File: src/rtl/alu_issue_stage_if.sv
// Request, ALU-facing and result signals of the ALU issue stage.
// The slave modport is the stage itself; master is the surrounding logic.
interface alu_issue_stage_if #(
    parameter int TAG_W = 4,
    parameter int CNT_W = 16
);
    logic             in_valid;
    logic             in_ready;
    logic [31:0]      in_a;
    logic [31:0]      in_b;
    logic [2:0]       in_opcode;
    logic [TAG_W-1:0] in_tag;

    logic [31:0]      alu_a;
    logic [31:0]      alu_b;
    logic [2:0]       alu_opcode;
    logic [31:0]      alu_result;

    logic             res_valid;
    logic             res_ready;
    logic [31:0]      res_data;
    logic [TAG_W-1:0] res_tag;
    logic             res_err;
    logic [CNT_W-1:0] done_cnt;

    modport slave (
        input  in_valid, in_a, in_b, in_opcode, in_tag, alu_result, res_ready,
        output in_ready, alu_a, alu_b, alu_opcode,
               res_valid, res_data, res_tag, res_err, done_cnt
    );

    modport master (
        output in_valid, in_a, in_b, in_opcode, in_tag, alu_result, res_ready,
        input  in_ready, alu_a, alu_b, alu_opcode,
               res_valid, res_data, res_tag, res_err, done_cnt
    );
endinterface

File: src/rtl/alu_issue_stage.sv
// Operand FIFO feeding a combinational add/sub ALU; head-to-result latency 1 cycle.
// in_ready drops only when the FIFO is full; a stalled result freezes both result and FIFO.
module alu_issue_stage #(
    parameter int DEPTH = 4,
    parameter int TAG_W = 4,
    parameter int CNT_W = 16
) (
    input logic               clk,
    input logic               rst,
    alu_issue_stage_if.slave  bus_io
);
    localparam int            PW   = $clog2(DEPTH);
    localparam logic [PW:0]   FULL = (PW+1)'(DEPTH);

    logic [31:0]      a_mem   [DEPTH];
    logic [31:0]      b_mem   [DEPTH];
    logic [2:0]       op_mem  [DEPTH];
    logic [TAG_W-1:0] tag_mem [DEPTH];

    logic [PW-1:0]    wr_ptr_q, wr_ptr_d, rd_ptr_q, rd_ptr_d;
    logic [PW:0]      cnt_q, cnt_d;
    logic             res_valid_q, res_valid_d;
    logic [31:0]      res_data_q, res_data_d;
    logic [TAG_W-1:0] res_tag_q, res_tag_d;
    logic             res_err_q, res_err_d;
    logic [CNT_W-1:0] done_q, done_d;

    logic             empty, not_full, push, pop, head_legal;
    logic [2:0]       head_op;

    always_comb begin
        empty      = (cnt_q == '0);
        not_full   = (cnt_q != FULL);
        push       = bus_io.in_valid && not_full;
        pop        = !empty && (!res_valid_q || bus_io.res_ready);
        head_op    = empty ? 3'b000 : op_mem[rd_ptr_q];
        head_legal = (head_op == 3'b000) || (head_op == 3'b001);

        wr_ptr_d = push ? wr_ptr_q + 1'b1 : wr_ptr_q;
        rd_ptr_d = pop  ? rd_ptr_q + 1'b1 : rd_ptr_q;
        case ({push, pop})
            2'b10:   cnt_d = cnt_q + 1'b1;
            2'b01:   cnt_d = cnt_q - 1'b1;
            default: cnt_d = cnt_q;
        endcase

        res_valid_d = res_valid_q;
        res_data_d  = res_data_q;
        res_tag_d   = res_tag_q;
        res_err_d   = res_err_q;
        if (pop) begin
            res_valid_d = 1'b1;
            res_data_d  = head_legal ? bus_io.alu_result : 32'd0;
            res_tag_d   = tag_mem[rd_ptr_q];
            res_err_d   = !head_legal;
        end else if (res_valid_q && bus_io.res_ready) begin
            res_valid_d = 1'b0;
        end

        done_d = (res_valid_q && bus_io.res_ready) ? done_q + 1'b1 : done_q;
    end

    // Payload storage needs no reset: occupancy is tracked by cnt_q alone.
    always_ff @(posedge clk) begin
        if (push) begin
            a_mem[wr_ptr_q]   <= bus_io.in_a;
            b_mem[wr_ptr_q]   <= bus_io.in_b;
            op_mem[wr_ptr_q]  <= bus_io.in_opcode;
            tag_mem[wr_ptr_q] <= bus_io.in_tag;
        end
    end

    always_ff @(posedge clk or posedge rst) begin
        if (rst) begin
            wr_ptr_q    <= '0;
            rd_ptr_q    <= '0;
            cnt_q       <= '0;
            res_valid_q <= 1'b0;
            res_data_q  <= '0;
            res_tag_q   <= '0;
            res_err_q   <= 1'b0;
            done_q      <= '0;
        end else begin
            wr_ptr_q    <= wr_ptr_d;
            rd_ptr_q    <= rd_ptr_d;
            cnt_q       <= cnt_d;
            res_valid_q <= res_valid_d;
            res_data_q  <= res_data_d;
            res_tag_q   <= res_tag_d;
            res_err_q   <= res_err_d;
            done_q      <= done_d;
        end
    end

    assign bus_io.in_ready   = not_full;
    assign bus_io.alu_a      = empty ? 32'd0 : a_mem[rd_ptr_q];
    assign bus_io.alu_b      = empty ? 32'd0 : b_mem[rd_ptr_q];
    assign bus_io.alu_opcode = head_op;
    assign bus_io.res_valid  = res_valid_q;
    assign bus_io.res_data   = res_data_q;
    assign bus_io.res_tag    = res_tag_q;
    assign bus_io.res_err    = res_err_q;
    assign bus_io.done_cnt   = done_q;
endmodule

File: src/flat_wrapper.sv
// flat-port wrapper written by rule: the top's interface ports become plain ports
module alu_issue_stage_flat 
#(
    parameter int DEPTH = 4,
    parameter int TAG_W = 4,
    parameter int CNT_W = 16
)
  (clk, rst, bus_io_in_valid, bus_io_in_a, bus_io_in_b, bus_io_in_opcode, bus_io_in_tag, bus_io_alu_result, bus_io_res_ready, bus_io_in_ready, bus_io_alu_a, bus_io_alu_b, bus_io_alu_opcode, bus_io_res_valid, bus_io_res_data, bus_io_res_tag, bus_io_res_err, bus_io_done_cnt);
  alu_issue_stage_if #(.TAG_W(TAG_W), .CNT_W(CNT_W)) bus_io_i ();
  input logic clk;
  input logic rst;
  input wire logic [$bits(bus_io_i.in_valid)-1:0] bus_io_in_valid;
  input wire logic [$bits(bus_io_i.in_a)-1:0] bus_io_in_a;
  input wire logic [$bits(bus_io_i.in_b)-1:0] bus_io_in_b;
  input wire logic [$bits(bus_io_i.in_opcode)-1:0] bus_io_in_opcode;
  input wire logic [$bits(bus_io_i.in_tag)-1:0] bus_io_in_tag;
  input wire logic [$bits(bus_io_i.alu_result)-1:0] bus_io_alu_result;
  input wire logic [$bits(bus_io_i.res_ready)-1:0] bus_io_res_ready;
  output wire logic [$bits(bus_io_i.in_ready)-1:0] bus_io_in_ready;
  output wire logic [$bits(bus_io_i.alu_a)-1:0] bus_io_alu_a;
  output wire logic [$bits(bus_io_i.alu_b)-1:0] bus_io_alu_b;
  output wire logic [$bits(bus_io_i.alu_opcode)-1:0] bus_io_alu_opcode;
  output wire logic [$bits(bus_io_i.res_valid)-1:0] bus_io_res_valid;
  output wire logic [$bits(bus_io_i.res_data)-1:0] bus_io_res_data;
  output wire logic [$bits(bus_io_i.res_tag)-1:0] bus_io_res_tag;
  output wire logic [$bits(bus_io_i.res_err)-1:0] bus_io_res_err;
  output wire logic [$bits(bus_io_i.done_cnt)-1:0] bus_io_done_cnt;
  assign bus_io_i.in_valid = bus_io_in_valid;
  assign bus_io_i.in_a = bus_io_in_a;
  assign bus_io_i.in_b = bus_io_in_b;
  assign bus_io_i.in_opcode = bus_io_in_opcode;
  assign bus_io_i.in_tag = bus_io_in_tag;
  assign bus_io_i.alu_result = bus_io_alu_result;
  assign bus_io_i.res_ready = bus_io_res_ready;
  assign bus_io_in_ready = bus_io_i.in_ready;
  assign bus_io_alu_a = bus_io_i.alu_a;
  assign bus_io_alu_b = bus_io_i.alu_b;
  assign bus_io_alu_opcode = bus_io_i.alu_opcode;
  assign bus_io_res_valid = bus_io_i.res_valid;
  assign bus_io_res_data = bus_io_i.res_data;
  assign bus_io_res_tag = bus_io_i.res_tag;
  assign bus_io_res_err = bus_io_i.res_err;
  assign bus_io_done_cnt = bus_io_i.done_cnt;
  alu_issue_stage #(.DEPTH(DEPTH), .TAG_W(TAG_W), .CNT_W(CNT_W)) u_core (.clk(clk), .rst(rst), .bus_io(bus_io_i));
endmodule
File: config.mk
export PLATFORM = sky130hd
export DESIGN_NAME = alu_issue_stage_flat
export DESIGN_NICKNAME = d
export VERILOG_FILES = /design/src/rtl/alu_issue_stage_if.sv /design/src/rtl/alu_issue_stage.sv /design/src/flat_wrapper.sv
export SDC_FILE = /design/constraint.sdc
export NUM_CORES = 1
export LEC_CHECK = 0
export BUFFER_PORTS_ARGS = -buffer_cell sky130_fd_sc_hd__buf_2
export CAP_MARGIN = 0
export CORE_AREA = 2 2 159 161
export CTS_CLUSTER_DIAMETER = 150
export CTS_CLUSTER_SIZE = 24
export DETAILED_ROUTE_END_ITERATION = 10
export DIE_AREA = 0 0 161 163
export GPL_TIMING_DRIVEN = 0
export PLACE_DENSITY_LB_ADDON = 0.12
export SLEW_MARGIN = 20
export SYNTH_ARGS = -nofsm -noshare
export SYNTH_HDL_FRONTEND = slang
export SYNTH_SLANG_ARGS = --single-unit
File: constraint.sdc
create_clock -name clk -period 4 [get_ports clk]
set_input_delay 0.4 -clock clk [delete_from_list [all_inputs] [get_ports clk]]
set_output_delay 0.4 -clock clk [all_outputs]
set_load 0.02 [all_outputs]
# Yosys cells after proc, flatten, opt, wreduce, memory -nomap -nowiden

Memory sizes are Yosys's and may differ from the RTL's. A register that Yosys moved wholly into a read port is not among the register bits.
Cells that the tools add are included.

Add/sub/neg operators: 5
Eq/ne operators: 4
Muxes and demuxes: 9
Reduce and logical (&&, ||, !) cells: 12

Operators with widths:

| cell                                                 | number |
|---|---|
| 2-to-1 mux 32 bit                                    | 3 |
| adder 16 x 1 -> 16 bit (second input constant)       | 1 |
| zero test 3 bit                                      | 2 |
| one-hot mux 3 bit (2 select lines)                   | 1 |
| adder 2 x 1 -> 2 bit (second input constant)         | 2 |
| 2-to-1 mux 1 bit                                     | 4 |
| nonzero test 2 bit                                   | 2 |
| adder 3 x 1 -> 3 bit (second input constant)         | 1 |
| equality test 3 x 1 -> 1 bit (second input constant) | 1 |
| logical AND 1 bit                                    | 3 |
| zero test 1 bit                                      | 3 |
| 2-to-1 mux 3 bit                                     | 1 |
| != test 3 bit (second input constant)                | 1 |
| subtractor 3 x 1 -> 3 bit (second input constant)    | 1 |
| equality test 2 x 1 -> 1 bit (second input constant) | 1 |
| equality test 2 bit (second input constant)          | 1 |
| logical OR 1 bit                                     | 2 |

Input bits: 107
Logic and storage cells: 41
Memories: 4
Register bits: 57
Output and inout bits: 122
Bits in writable memories: 284

Memories:

| name           | words | bits a word | rd ports | clocked after memory_dff | wr ports | RTL line              | RTL |
|---|---|---|---|---|---|---|---|
| u_core.a_mem   | 4     | 32          | 1        | 0                        | 1        | alu_issue_stage.sv:15 | `logic [31:0] a_mem [DEPTH];` |
| u_core.b_mem   | 4     | 32          | 1        | 0                        | 1        | alu_issue_stage.sv:16 | `logic [31:0] b_mem [DEPTH];` |
| u_core.tag_mem | 4     | 4           | 1        | 1                        | 1        | alu_issue_stage.sv:18 | `logic [TAG_W-1:0] tag_mem [DEPTH];` |
| u_core.op_mem  | 4     | 3           | 1        | 0                        | 1        | alu_issue_stage.sv:17 | `logic [2:0] op_mem [DEPTH];` |

# Depth between registers and ports, before layout

Word-level depth: 5
Gate-level depth with buffers: 11
Depth with buffers taken out: 10

# Worst setup path after synthesis

Ideal clock, no wire load.

Path type: register to register
From: register u_core.cnt_q[0]
To: memory u_core.a_mem[0][0], enable pin
Clock period less this slack: 2,893 ps
Cell stages (with the launch flop): 4
Arrival time: 2,456 ps
Path buffers: 0
Setup time: 437 ps
Slack: 1,107 ps
Cell sequence: dfrtp_1 inv_1 nand3_1 and3_1

Cells in the longest elaborated chain, start to end: 4

RTL lines:

| item                                   | RTL line              | RTL |
|---|---|---|
| start: declaration                     | alu_issue_stage.sv:21 | `logic [PW:0] cnt_q, cnt_d;` |
| start signal: assignment               | alu_issue_stage.sv:86 | `cnt_q <= cnt_d;` |
| != test 3 bit                          | alu_issue_stage.sv:33 | `not_full = (cnt_q != FULL);` |
| via bus_io_in_ready                    | flat_wrapper.sv:19    | `output wire logic [$bits(bus_io_i.in_ready)-1:0] bus_io_in_ready;` |
| logical AND 1 bit                      | alu_issue_stage.sv:34 | `push = bus_io.in_valid && not_full;` |
| 2-to-1 mux 1 bit                       | alu_issue_stage.sv:65 | `if (push) begin` |
| 2-to-1 mux 1 bit (implied by the code) | alu_issue_stage.sv:66 | `a_mem[wr_ptr_q] <= bus_io.in_a;` |
| end: declaration                       | alu_issue_stage.sv:15 |  |

The timed path passes the listed nets, and every way through them passes these cells.

# Worst setup path after layout

From: register u_core.rd_ptr_q[1]
To: output port bus_io_alu_a[31]

Cells in the longest elaborated chain, start to end: 2

RTL lines:

| item                     | RTL line              | RTL |
|---|---|---|
| start: declaration       | alu_issue_stage.sv:20 | `logic [PW-1:0] wr_ptr_q, wr_ptr_d, rd_ptr_q, rd_ptr_d;` |
| start signal: assignment | alu_issue_stage.sv:85 | `rd_ptr_q <= rd_ptr_d;` |
| memory read (4 x 32 bit) | -                     |  |
| 2-to-1 mux 32 bit        | alu_issue_stage.sv:96 | `assign bus_io.alu_a = empty ? 32'd0 : a_mem[rd_ptr_q];` |
| end: declaration         | flat_wrapper.sv:20    | `output wire logic [$bits(bus_io_i.alu_a)-1:0] bus_io_alu_a;` |

No other way between the ends.

==> flow_metrics.py <==
metrics = {
    "cells_and_area": {
        "fin_util_pct": 63.2,
        "layout_commonest_cell": "edfxtp_1",
        "drive_gt1_share_pct": 37.9,
        "layout.cells.non_filler": 1308,
        "final_cell_mix": "edfxtp_1, buf_2, nand2_1, mux4_2, and2_1",
        "area_growth_pct": 16.9,
        "nFillCells": 1871,
        "finalNetCount": 1077,
    },
    "placement": {
        "portBuffers": 228,
        "dp.cells": 1272,
        "gp_congestion": 0.769,
        "dpl.hpwl_um": 16900,
        "pre_cts_slack_ns": 1.24,
    },
    "die": {
        "initial_core_util_pct": 54.0,
        "core_area_sq_mm": 0.0247,
        "rows": 58,
        "dieArea_sq_mm": 0.0262,
        "die_w_um": 161,
        "num_io_pins": 229,
        "die_h_um": 163,
    },
    "clock_tree": {
        "cts_root_buffer": "clkbuf_16",
        "clock_latency_ns": 0.53,
        "cts_tree": "done",
        "cts_made_buffers": 18,
        "cts.sinks": 345,
        "cts-resized-gates": 0,
        "clk_pin_slew_ns": 0.09,
        "clk_path_buf_depth": 3,
        "cts_htree_levels": 1,
    },
    "flow_run": {
        "maxCapViolCount": 0,
    },
    "critical_path": {
        "cp.arrival_ns": 2.68,
        "r2r_end": "u_core.cnt_q[2]",
        "critPathRequiredTime_ns": 3.60,
        "cp_num_buf_inv": 3,
        "crit_fanout": 10,
        "cp_slowest_stage_delay_ns": 0.60,
        "r2r_cells": 11,
        "cp_top_family": "buffers and inverters",
        "cp_slowest_cell": "buf_1",
        "worst_setup_path_end_kind": "output port",
        "rrSetupSlack_ns": 1.26,
        "cp-start-kind": "flop",
        "cp_cell_sequence": "clkbuf_1, buf_1, mux4_2, and2_1, buf_2",
        "r2r-start": "u_core.cnt_q[0]",
        "path_class": "flop to output port",
    },
    "drt": {
        "viasPerCell": 5.25,
        "via_count": 6871,
        "ant_nets": 0,
        "drt-pass1-iter-count": 4,
        "routedWlPerCell_um": 19.7,
        "drt_iter0_markers": 512,
        "drc": 0,
        "wl_um": 25800,
    },
    "global_routing": {
        "grt_pass1_wl_um": 39900,
        "grt_pass1_vias": 7194,
        "track_usage_pct": 19.8,
        "globalRoute.totalOverflow": 0,
        "grt_max_degree": 45,
        "antenna_found_initial": 7,
    },
    "logic_synthesis": {
        "synth_nets": 823,
        "synth_area_sq_mm": 0.0133,
        "ys_warn_count": 0,
        "ys_seq_area_share_pct": 75.4,
        "synth_cells": 709,
        "synth-seq-cells": 345,
        "synth_cell_type_count": 30,
        "syn_area_per_cell_sq_um": 18.8,
    },
    "power": {
        "power_leakage_nw": 5.86,
        "ir_drop_mv": 0.484,
        "powerDensity_mw_per_mm2": 760,
    },
    "min_path": {
        "min_from": "bus_io_in_a[2]",
        "hold_path_end": "u_core.a_mem[2][2]",
        "min_path_cells": 1,
        "min_path_type": "primary input to flop",
    },
    "timing": {
        "finalCritPeriodShare_pct": 77.1,
        "layout_min_cycle_time_ns": 3.08,
        "worst_pin_slew_ns": 0.703,
        "rsz0062_at_grt": "false",
        "finalHoldViolCount": 0,
        "skew_ns": 0.0310,
        "setup_violations": 0,
        "drv_slew": 0,
        "hold_slack_ns": 0.0848,
        "clock.fmax_mhz": 324,
        "worst_slack_ns": 0.915,
        "relSlewSlack_pct": 52.7,
    },
    "status": {
        "status": "completed",
    },
}
==> power by group <==
group          total, mW  internal (mW)  switching, mW  leakage, nW
clock               1.97          0.874           1.10        0.250
combinational       4.84           1.95           2.89         2.22
sequential          5.03           4.77          0.259         3.39
==> per-stage QoR <==
stage	power [mW]	TNS [ns]	area (sq um)
floorplan	8.41	0	13300
global placement	10.0	-36.67	14900
detailed placement	10.1	0	15000
CTS	12.0	0	15600
global route	12.5	0	15600
finish	11.8	0	15600
==> final cells by class <==
type,count,area (sq um),area share [%]
sequential,345,10100,64.5
multi-input combinational,320,3090,19.8
timing repair buffer,234,1280,8.22
clock buffer,30,495,3.18
tap,330,413,2.65
buffer,35,176,1.13
inverter,9,36.3,0.233
clock inverter,2,32.5,0.209
antenna,3,7.51,0.0482
==> metal layers <==
layer  vias to the layer above  wire, um  track usage (%)  part of all wire [%]
li1                       3194         -                -                     -
met1                      3422     11000             25.9                    43
met2                       204     12400             33.9                    48
met3                        43      1780             4.63                   6.9
met4                         8       542             4.71                   2.1
met5                         -        50                0                  0.19
==> Yosys cell counts <==
cell type  number  area (sq um)
nor2_1          7          26.3
and3_1          6          37.5
edfxtp_1      284          8530
o21ai_0         3          15.0
or2_2           1          6.26
inv_1           8          30.0
inv_2           1          3.75
nand3_1         8          40.0
and2_1         68           425
buf_1           1          3.75
dfrtp_1        61          1530
mux2_2          2          22.5
mux2i_1         1          10.0
o21ai_1         9          45.0
xor2_1          7          61.3
nand2b_1        2          12.5
o21ai_2        20           175
nor3_1          1          5.00
nor4_1          2          12.5
buf_6           4          45.0
fa_1            1          20.0
ha_1            6          75.1
mux4_2         71          1600
buf_2          12          60.1
or2_4           1          8.76
nand2_1        87           327
xnor2_1        14           123
clkbuf_1       18          67.6
nand4_1         2          12.5
or3_1           1          6.26
==> cells by family after synthesis <==
kind of cell / after synthesis / share of synthesized area (%)
and+or+nand+nor: 186 / 6.90
DFF: 345 / 75.4
xor gates and xnor gates: 21 / 1.38
muxes: 74 / 12.2
AOI/OAI and AO/OA: 32 / 1.76
buffers and inverters: 44 / 1.58
adders and majority gates: 7 / 0.713
==> how the worst max path moves through the flow <==
stage / startpoint / end / slack (ns) / cells after the start
2_1_floorplan: u_core.cnt_q[0] / u_core.a_mem[0][0] / 1.11 / 3
3_3_place_gp: u_core.wr_ptr_q[0] / u_core.a_mem[0][3] / -0.17 / 3
3_5_place_dp: u_core.cnt_q[0] / u_core.cnt_q[2] / 1.24 / 11
4_1_cts: u_core.cnt_q[0] / bus_io_alu_a[18] / 0.82 / 6
5_1_grt: u_core.cnt_q[2] / bus_io_alu_opcode[1] / 0.71 / 6
6_report: u_core.rd_ptr_q[1] / bus_io_alu_a[31] / 0.92 / 5
==> state kept, by name, summed over array words and instances (netlist names) <==
| register | cells |
|---|---|
| u_core.a_mem | 128 |
| u_core.b_mem | 128 |
| u_core.bus_io.res_data | 32 |
| u_core.bus_io.done_cnt | 16 |
| u_core.tag_mem | 16 |
| u_core.op_mem | 12 |
| u_core.bus_io.res_tag | 4 |
| u_core.cnt_q | 3 |
| u_core.rd_ptr_q | 2 |
| u_core.wr_ptr_q | 2 |
| u_core.bus_io.res_err | 1 |
| u_core.bus_io.res_valid | 1 |
==> timing repair <==
action / 4_1_cts / 5_1_grt
setup buffers: 0 / 0
hold endpoints to repair: 19 / 0
hold buffers: 1 / 0
No activity file was read; power rests on OpenSTA's default activity.
